`config.mk`:
```
export PLATFORM = sky130hd
export DESIGN_NAME = better_neighbor_list
export DESIGN_NICKNAME = d
export VERILOG_FILES = /design/src/rtl/bnl_pkg.sv /design/src/rtl/bnl_regfile.sv /design/src/rtl/better_neighbor_list.sv
export SDC_FILE = /design/constraint.sdc
export NUM_CORES = 1
export LEC_CHECK = 0
export ABC_AREA = 0
export BUFFER_PORTS_ARGS = -buffer_cell sky130_fd_sc_hd__buf_4
export CORE_MARGIN = 5
export CORE_UTILIZATION = 51
export DETAILED_ROUTE_END_ITERATION = 16
export HOLD_SLACK_MARGIN = 0.15
export PLACE_DENSITY_LB_ADDON = 0.1
export SLEW_MARGIN = 10
export SYNTH_ARGS = -nofsm -noshare
export SYNTH_HDL_FRONTEND = slang
export SYNTH_SLANG_ARGS = --single-unit
```
`constraint.sdc`:
```
create_clock -name clock -period 5.55 [get_ports clock]
set_input_delay 0.2775 -clock clock [delete_from_list [all_inputs] [get_ports clock]]
set_output_delay 0.2775 -clock clock [all_outputs]
set_load 0.05 [all_outputs]
```
`src/rtl/bnl_pkg.sv`:
```
// Package for better_neighbor_list.
// Holds the default list geometry and the FSM state type shared by the
// top level and its register-file sub-module.
package bnl_pkg;

  localparam int unsigned BNL_DEPTH = 8;   // list entries (power of 2, 2..64)
  localparam int unsigned BNL_AW    = 16;  // candidate/selected address width
  localparam int unsigned BNL_CNTW  = 16;  // width of betterNeighborCount / rng index

  typedef enum logic [2:0] {
    IDLE,
    COLLECT,
    REQUEST,
    WAIT_RNG,
    SELECT,
    FINISH
  } state_t;

endpackage

```
`src/rtl/bnl_regfile.sv`:
```
// bnl_regfile: DEPTH x AW flop array holding the "better" candidate list.
// Ports:
//   clock, reset  - rising-edge clock, asynchronous active-high reset
//   we/waddr/wdata - single synchronous write port
//   raddr/rdata    - combinational read port
//   match (BNL_DEDUP_EN only) - per-entry equality of wdata against stored
//                    entries; the caller masks it with its valid entries.
module bnl_regfile #(
  parameter int unsigned DEPTH = 8,
  parameter int unsigned AW    = 16,
  parameter int unsigned IW    = $clog2(DEPTH)
) (
  input  logic             clock,
  input  logic             reset,
  input  logic             we,
  input  logic [IW-1:0]    waddr,
  input  logic [AW-1:0]    wdata,
  input  logic [IW-1:0]    raddr,
  output logic [AW-1:0]    rdata
`ifdef BNL_DEDUP_EN
  ,
  output logic [DEPTH-1:0] match
`endif
);

  logic [DEPTH-1:0][AW-1:0] mem_q;
  logic [DEPTH-1:0][AW-1:0] mem_d;

  always_comb begin
    mem_d = mem_q;
    if (we) begin
      mem_d[waddr] = wdata;
    end
  end

  always_ff @(posedge clock or posedge reset) begin
    if (reset) begin
      mem_q <= '0;
    end else begin
      mem_q <= mem_d;
    end
  end

  assign rdata = mem_q[raddr];

`ifdef BNL_DEDUP_EN
  always_comb begin
    match = '0;
    for (int unsigned i = 0; i < DEPTH; i++) begin
      match[i] = (mem_q[i] == wdata);
    end
  end
`endif

endmodule

```
`src/rtl/better_neighbor_list.sv`:
```
// better_neighbor_list: collects addresses of "better" candidates during a
// neighbor scan, asks rngAddress for a random index, and reports the chosen
// address (or no_better when the scan found nothing).
// Ports:
//   clock, reset            - rising-edge clock, async active-high reset
//   start_collect           - pulse in IDLE: clear list/flags, begin scan
//   cand_valid/cand_better/cand_address/cand_last - candidate stream
//   start_rng_address       - 1-cycle request to rngAddress
//   betterNeighborCount     - registered entry count, zero-extended
//   rng_address_out/done_rng_address - index returned by rngAddress
//   selected_address/no_better/overflow/range_err/done_select - results
// Build option: define BNL_DEDUP_EN to drop better candidates whose address
// already sits in the list (such drops do not set overflow).
module better_neighbor_list
  import bnl_pkg::*;
#(
  parameter int unsigned DEPTH = BNL_DEPTH,
  parameter int unsigned AW    = BNL_AW
) (
  input  logic          clock,
  input  logic          reset,
  input  logic          start_collect,
  input  logic          cand_valid,
  input  logic          cand_better,
  input  logic [AW-1:0] cand_address,
  input  logic          cand_last,
  output logic          start_rng_address,
  output logic [15:0]   betterNeighborCount,
  input  logic [15:0]   rng_address_out,
  input  logic          done_rng_address,
  output logic [AW-1:0] selected_address,
  output logic          no_better,
  output logic          overflow,
  output logic          range_err,
  output logic          done_select
);

  localparam int unsigned IW = $clog2(DEPTH);
  localparam int unsigned CW = IW + 1;

  state_t          state_q, state_d;
  logic [CW-1:0]   count_q, count_d;
  logic            overflow_q, overflow_d;
  logic            no_better_q, no_better_d;
  logic            range_err_q, range_err_d;
  logic [AW-1:0]   sel_q, sel_d;
  logic [15:0]     rng_idx_q, rng_idx_d;

  logic            wr_en;
  logic [IW-1:0]   rd_idx;
  logic [AW-1:0]   rd_data;
  logic [CW-1:0]   last_idx;
  logic [15:0]     count_ext;
  logic            is_dup;

  assign count_ext = {{(BNL_CNTW-CW){1'b0}}, count_q};
  assign last_idx  = count_q - CW'(1);

`ifdef BNL_DEDUP_EN
  logic [DEPTH-1:0] match_vec;
  logic [DEPTH-1:0] valid_mask;

  always_comb begin
    valid_mask = '0;
    for (int unsigned i = 0; i < DEPTH; i++) begin
      valid_mask[i] = (i < 32'(count_q));
    end
  end

  // Stale entries beyond count may still hold old addresses; mask them out.
  assign is_dup = |(match_vec & valid_mask);
`else
  assign is_dup = 1'b0;
`endif

  bnl_regfile #(
    .DEPTH (DEPTH),
    .AW    (AW),
    .IW    (IW)
  ) u_regfile (
    .clock (clock),
    .reset (reset),
    .we    (wr_en),
    .waddr (count_q[IW-1:0]),
    .wdata (cand_address),
    .raddr (rd_idx),
    .rdata (rd_data)
`ifdef BNL_DEDUP_EN
    ,
    .match (match_vec)
`endif
  );

  always_comb begin
    state_d     = state_q;
    count_d     = count_q;
    overflow_d  = overflow_q;
    no_better_d = no_better_q;
    range_err_d = range_err_q;
    sel_d       = sel_q;
    rng_idx_d   = rng_idx_q;
    wr_en       = 1'b0;
    rd_idx      = '0;

    unique case (state_q)
      IDLE: begin
        if (start_collect) begin
          count_d     = '0;
          overflow_d  = 1'b0;
          no_better_d = 1'b0;
          range_err_d = 1'b0;
          sel_d       = '0;
          state_d     = COLLECT;
        end
      end
      COLLECT: begin
        if (cand_valid && cand_better && !is_dup) begin
          if (count_q == CW'(DEPTH)) begin
            overflow_d = 1'b1;
          end else begin
            wr_en   = 1'b1;
            count_d = count_q + CW'(1);
          end
        end
        // Exit decision uses count_d so a better final candidate counts.
        if (cand_valid && cand_last) begin
          if (count_d != '0) begin
            state_d = REQUEST;
          end else begin
            no_better_d = 1'b1;
            state_d     = FINISH;
          end
        end
      end
      REQUEST: begin
        state_d = WAIT_RNG;
      end
      WAIT_RNG: begin
        // Capture the index here; rng_address_out is only trusted with done.
        if (done_rng_address) begin
          rng_idx_d = rng_address_out;
          state_d   = SELECT;
        end
      end
      SELECT: begin
        if (rng_idx_q >= count_ext) begin
          rd_idx      = last_idx[IW-1:0];
          range_err_d = 1'b1;
        end else begin
          rd_idx = rng_idx_q[IW-1:0];
        end
        sel_d   = rd_data;
        state_d = FINISH;
      end
      FINISH: begin
        state_d = IDLE;
      end
      default: begin
        state_d = IDLE;
      end
    endcase
  end

  always_ff @(posedge clock or posedge reset) begin
    if (reset) begin
      state_q     <= IDLE;
      count_q     <= '0;
      overflow_q  <= 1'b0;
      no_better_q <= 1'b0;
      range_err_q <= 1'b0;
      sel_q       <= '0;
      rng_idx_q   <= '0;
    end else begin
      state_q     <= state_d;
      count_q     <= count_d;
      overflow_q  <= overflow_d;
      no_better_q <= no_better_d;
      range_err_q <= range_err_d;
      sel_q       <= sel_d;
      rng_idx_q   <= rng_idx_d;
    end
  end

  assign start_rng_address   = (state_q == REQUEST);
  assign done_select         = (state_q == FINISH);
  assign betterNeighborCount = count_ext;
  assign selected_address    = sel_q;
  assign no_better           = no_better_q;
  assign overflow            = overflow_q;
  assign range_err           = range_err_q;

endmodule

```
==> results of run 1 <==
==> final cells by class <==
class	count	area, µm²
fill	1199	5727
tap	211	264.0
multi-input combinational	388	3496
sequential	170	4254
clock inverter	15	155.1
clock buffer	17	425.4
timing repair buffer	109	898.4
inverter	9	38.79
==> path summary, 6_finish.rpt <==
path                            cells past startpoint                         endpoint                            start  slack, ns
worst max-delay path                                9  selected_address[3]$_DFFE_PP0P_           count_q[2]$_DFFE_PP0P_       1.54
worst min-delay path                                2  u_regfile.mem_q[44]$_DFFE_PP0P_                 cand_address[12]       0.17
worst max register to register                      9  selected_address[3]$_DFFE_PP0P_           count_q[2]$_DFFE_PP0P_       1.54
worst min register to register                      1  u_regfile.mem_q[24]$_DFFE_PP0P_  u_regfile.mem_q[24]$_DFFE_PP0P_       0.50
max in group asynchronous                           4  u_regfile.mem_q[94]$_DFFE_PP0P_                            reset       3.57
min in group asynchronous                           3  u_regfile.mem_q[40]$_DFFE_PP0P_                            reset       0.65
==> layout by cell type (no fill, tap or decap), types with 5 or more instances in the layout <==
cell type        n
dfrtp_1        170
mux2_2         160
buf_4           77
mux2i_1         46
nand2_1         39
dlygate4sd3_1   32
clkbuf_16       17
nor2_1          16
o221ai_1        14
a221o_1         12
conb_1          12
o21ai_0          9
mux2_4           9
inv_1            8
ha_1             6
nand3_1          5
and3_1           5
a21oi_1          5
==> worst max-delay path: stages, from the launching register on <==
cell,delay (ns)
dfrtp_1,0.59
inv_1,0.13
ha_1,0.23
a211oi_1,0.23
nand4_1,0.17
a31oi_4,0.41
mux2i_4,0.30
and2_1,0.82
nor2_1,0.55
a221o_1,0.46
==> metrics by stage <==
stage	utilization, %	worst slack, ns
6_report	62.47	1.542
5_1_grt	62.47	1.270
4_1_cts	62.47	1.523
3_5_place_dp	56.56	1.568
3_3_place_gp	56.56	1.667
2_1_floorplan	-	0.6691
==> cell families after synthesis <==
family,after synthesis,share of synthesized area [%]
AO/OA/AOI/OAI,62,6.139
XOR/XNOR,2,0.2204
adder cells (fa/ha/maj),6,0.9444
buffers and inverters,50,3.353
flip-flops,170,53.52
multiplexers,217,30.46
other,1,0.04718
AND/OR/NAND/NOR,89,5.320
==> state kept, by name (all words and copies together), names as in the netlist <==
register and cells:
range_err 1, no_better 1, u_regfile.mem_q 128, rng_idx_q 16, count_q 4, state_q 3
selected_address 16, overflow 1
==> power groups by stage <==
stage	registers, W	logic, W	clock network (W)
finish	0.00201	0.00176	0.00116
global route	0.00208	0.00191	0.00124
CTS	0.00201	0.00178	0.00118
detailed placement	0.00203	0.00175	0
global placement	0.00201	0.00172	0
floorplan	0.00212	0.00118	0
==> timing repair <==
item / 4_1_cts / 5_1_grt
buffers inserted: 0 / 0
endpoints found under the hold margin: 179 / 0
gates resized for setup: 0 / 0
hold buffers: 32 / 0
==> layer usage <==
metal  GRT usage, %  vias to the layer above
met3          4.285                       19
met4          6.052                        0
met1          27.83                     2636
met5              0                        -
li1               -                     2364
met2          34.63                      115
==> results.md, run 1 <==
- Placement Cell Area: roughly 8600 µm²
- Post-synth EDFFs: 0
- Hpwl dp: about 11,000 µm
- Uppermost layer routed: met4
- Placer congestion estimate: slightly above 0.8
- First drt pass iteration count: 6
- Ys async rst share: 100.0%
- Routed WL per cell: around 20 µm
- Post-route insts no fill: roughly 900
- Hold_ws: approximately 0.17 ns
- Vias in the first global route: around 5,300
- P_leak: roughly 4.6 nW
- Core footprint: 15,260 µm²
- Initial antenna violation count: 0
- Post-placement cell count: about 860
- Top Ports: 76
- Crit path DAT: between 4 and 5 ns
- Worst Setup End Kind: register
- Final hold violations: 0
- Met2 WL: roughly 9000 µm
- Switching share of power: a little over a third
- Pin count of the biggest net entering global routing: 115
- Clock Sinks: 170
- Nets: 740
- Comb pwr share: between 30% and 40%
- Worst endpoint required time: slightly below 6 ns
- Max-cap violations: 0
- Aggregate global routing overflow: 0
- Startpoint Class: register
- Fin area: about 9500 µm²
- Average vias per placed instance: between 5 and 6
- Avg Cell Area, Syn: 13.31 µm²
- Cell taking the most area after synthesis: dfrtp_1
- Clock Latency Late Sink: 0.43 ns
- Max frequency: approximately 0.25 GHz
- Drc violations: 0
- Ant. Diodes: 0
- Slew headroom: between 10% and 20%
- Final period util: between 70% and 80%
- Die X: around 130 µm
- PwrDens: 517.9 nW/µm²
- CTS H-tree lvls: 4
- DIE HEIGHT: between 100 and 150 µm
- CTS tree: done
- DRT met1 WL: a little over 8000 µm
- Synthesized area: between 7000 and 8000 µm²
- Worst-margin pin slew: 1.194 ns
- Synth top cells by count: dfrtp_1 (170), mux2_2 (160), mux2i_1 (47)
- DRT antenna net count: 0
- Final setup viols: 0
- Post-Route Setup TNS: 0 ns
- Clock power frac: 23.5%
- Root Buffer: clkbuf_16
- Total chip power: 0.004936 W
- Synth Flop Type: dfrtp_1
- Die area: 18,180 µm²
- Met3 WL: ~720 µm
- Total clock buffers created by CTS: 17
- Internal Power: between 0.003 and 0.004 W
- CTS max path bufs: 2
- Clock skew: roughly 0.011 ns
- Mapped Cells: between 500 and 600
- Synth area leaders: dfrtp_1 (54%), mux2_2 (23%), mux2i_1 (5.9%)
- Yosys cell types: 46
- Peak supply drop: approximately 0.27 mV
- Reg power frac: 40.8%
- # port buffers: 63
- Final Slew Violations: 0
- Worst Hold Class: input pin to register
- Yosys reg bits: 170
- Clk slew on worst S/H paths: 0.07 ns
- Max FO, Critical Path: 15
- Yosys warning count: 0
- Std-Cell Rows: 45
- Initial Util: between 50% and 60%
- Area growth syn-to-layout: 19.91%
- Most common cell in the netlist: dfrtp_1
- Synth top area share: 53.52%
- Initial DRC Count: 257
- Worst Setup Path Type: register to register
- Routed vias: approximately 5,100
- Outcome: finished, final reports clean
- Post-layout min period: between 4 and 5 ns
- RSZ-0062 raised after global routing: no
- Total GRT Usage: between 20% and 30%
- Share of layout cells above drive strength 1: approximately two fifths
- Total wire length: roughly 18,000 µm
- Post-synthesis sequential area ratio: 53.52%
- Psw: between 0.0015 and 0.002 W
- First-pass GRT wire length: roughly 29,000 µm
(Power assumes the default switching activity.)
==> run 2: changes to the inputs <==
--- a/config.mk
+++ b/config.mk
@@ -5,7 +5,7 @@
 export SDC_FILE = /design/constraint.sdc
 export NUM_CORES = 1
 export LEC_CHECK = 0
-export ABC_AREA = 0
+export ABC_AREA = 1
 export BUFFER_PORTS_ARGS = -buffer_cell sky130_fd_sc_hd__buf_4
 export CORE_MARGIN = 5
 export CORE_UTILIZATION = 51
==> constraint.sdc (replaced) <==
create_clock -name clock -period 3.8 [get_ports clock]
set_input_delay 0.19 -clock clock [delete_from_list [all_inputs] [get_ports clock]]
set_output_delay 0.19 -clock clock [all_outputs]
set_load 0.05 [all_outputs]
==> results.md, run 2 <==
- Routed WL per cell: roughly 17 µm
- Std-Cell Rows: 45
- Final WS setup: 0.9471 ns
- Area growth syn-to-layout: 18.57%
- Initial antenna violation count: 0
- # port buffers: 63
- Average vias per placed instance: around 5.5
- Post-placement cell count: roughly 1,100
- Comb pwr share: around 33%
- Ant. Diodes: 0
- Clock skew: about 0.005 ns
- Ys async rst share: 100.0%
- Cell taking the most area after synthesis: dfrtp_1
- Crit path DAT: 3.21 ns
- Reg power frac: ~40%
- Peak supply drop: 0.4778 mV
- Final hold violations: 0
- Worst endpoint required time: 4.16 ns
- Commonest non-fill, non-tap cell in the layout: nand2_1
- Synthesized area: between 7000 and 8000 µm²
- Max FO, Critical Path: 13
- Nets: about 1,000
- Worst Setup Path Type: register to register
- Avg Cell Area, Syn: 8.539 µm²
- Pre-CTS setup slack: 1.004 ns
- Top Ports: 76
- CTS tree: done
- Post-layout min period: between 2 and 3 ns
- Total clock buffers created by CTS: 17
- Placer congestion estimate: a little under 0.9
- Clock Latency Late Sink: 0.42 ns
- Internal Power: 0.004342 W
- Crit path largest cell delay: 0.66 ns
- CP cell instances: inv_2 -> ha_1 -> nand2_1 -> nand2_1 -> nor2_2 -> nand3_4 -> o21ai_2 -> inv_1 -> nor2_2 -> nand3_1 -> nand3_1
- Mapped Cells: a little over 900
- Total GRT Usage: roughly a quarter
- Vias in the first global route: approximately 6,200
- Synth area leaders: dfrtp_1 (54%), nand2_1 (13%), nand3_1 (11%)
- Switching share of power: 37.96%
- Outcome: finished, final reports clean
- Clock Sinks: 170
- CTS H-tree lvls: 4
- Total chip power: about 0.0070 W
- Synth top cells by count: nand2_1 (269), dfrtp_1 (170), nand3_1 (169)
- Most common cell in the netlist: nand2_1
- Yosys reg bits: 170
- Crit path from: count_q[2]$_DFFE_PP0P_
- Final Slew Violations: 0
- Die area: 18,130 µm²
- Routed vias: around 6,600
- Synth Flop Type: dfrtp_1
- Top reg by flops: u_regfile.mem_q
- Min-Delay Startpoint: cand_address[13]
- Final setup viols: 0
- Post-synthesis sequential area ratio: 53.69%
- DRT antenna net count: 0
- Die X: 134.6 µm
- Slew headroom: 44.51%
- Yosys warning count: 0
- Total wire length: just over 20,000 µm
- DIE HEIGHT: 134.6 µm
- Post-synth EDFFs: 0
- Yosys cell types: 32
- Setup Fix Bufs, Post-CTS: 0
- Synth top area share: 53.69%
- First-pass GRT wire length: roughly 33,000 µm
- Root Buffer: clkbuf_16
- Psw: 0.002657 W
- P_leak: 4.497 nW
- Max frequency: ~0.35 GHz
- Startpoint Class: register
- Core footprint: ~15,000 µm²
- Worst Setup End Kind: register
- RSZ-0062 raised after global routing: no
- Worst Hold Class: input pin to register
- First drt pass iteration count: 5
- PwrDens: between 700 and 800 nW/µm²
- Max-cap violations: 0
- Clock power frac: roughly 27%
- Commonest non-fill, non-tap cells in the layout: nand2_1 (269), dfrtp_1 (170), nand3_1 (169), o21ai_0 (122), buf_4 (80)
- Pin count of the biggest net entering global routing: 122
- Aggregate global routing overflow: 0
- Initial DRC Count: between 600 and 700
- Drc violations: 0
- Initial Util: 52.12%
- Final Util: between 60% and 70%
- Max reg flops: between 100 and 150
- Share of layout cells above drive strength 1: 14.91%
- Final period util: approximately three quarters
- Post-Route Setup TNS: 0 ns
- Hpwl dp: 11,940 µm
- Worst R2R Start: count_q[2]$_DFFE_PP0P_
- CP max stage cell: nor2_2
- Post-route insts no fill: around 1,200
- Worst-margin pin slew: a little over 0.8 ns
- CTS max path bufs: 2
- Clk slew on worst S/H paths: roughly 0.060 ns
-- run 2: routing by layer --
layer / vias up / wire length, µm / track usage, %
li1: 3206 / - / -
met1: 3134 / 9096 / 32.83
met2: 218 / 9582 / 36.83
met3: 18 / 1313 / 5.104
met4: 0 / 287 / 5.826
met5: - / 0 / 0
-- run 2: what timing repair did --
action                                 CTS  global route
gates resized for setup                  0             0
endpoints found under the hold margin  216             0
hold buffers                            27             0
setup endpoints to repair                0             0
-- run 2: worst paths after layout --
path | to | slack (ns) | depth (start not counted)
max in group asynchronous | u_regfile.mem_q[28]$_DFFE_PP0P_ | 2.77 | 4
max reg2reg | selected_address[6]$_DFFE_PP0P_ | 0.95 | 11
max | selected_address[6]$_DFFE_PP0P_ | 0.95 | 11
min in group asynchronous | u_regfile.mem_q[71]$_DFFE_PP0P_ | 0.46 | 4
min | u_regfile.mem_q[61]$_DFFE_PP0P_ | 0.16 | 3
min reg2reg | u_regfile.mem_q[2]$_DFFE_PP0P_ | 0.48 | 2
-- run 2: layout make-up --
cell class / count / area (µm²)
inverter: 39 / 150.1
fill: 1352 / 5807
clock inverter: 12 / 185.2
sequential: 170 / 4254
multi-input combinational: 663 / 3203
tap: 188 / 235.2
timing repair buffer: 109 / 910.9
clock buffer: 20 / 456.7
-- run 2: power groups by stage --
stage	sequential [W]	clock, W	combinational (W)
5_1_grt	0.00287	0.00199	0.00259
6_report	0.00280	0.00187	0.00232
4_1_cts	0.00280	0.00190	0.00233
3_3_place_gp	0.00282	0	0.00227
2_1_floorplan	0.00303	0	0.00144
3_5_place_dp	0.00281	0	0.00231
-- run 2: through the flow --
step / hold WS [ns] / cell area (µm²)
after floorplan: 0.3405 / 7969
after global placement: 0.4239 / 8483
after detailed placement: 0.4280 / 8483
after CTS: 0.1507 / 9395
after global routing: 0.1515 / 9395
final: 0.1550 / 9395
-- run 2: logic make-up after synthesis --
group	Yosys count	synth area share, %
other	1	0.04733
adders and majority gates	6	0.9474
and+or+nand+nor	484	27.16
muxes	14	1.990
buffers and inverters	106	6.411
xor gates and xnor gates	3	0.3317
AOI/OAI and AO/OA	144	9.427
DFF	170	53.69
-- run 2: worst max-delay path: cells and delay by family (launching register included) --
kind / cells / cell delay [ns]
AND/OR/NAND/NOR: 7 / 1.42
flip-flops: 1 / 0.53
buffers and inverters: 2 / 0.31
AO/OA/AOI/OAI: 1 / 0.29
adder cells (fa/ha/maj): 1 / 0.22
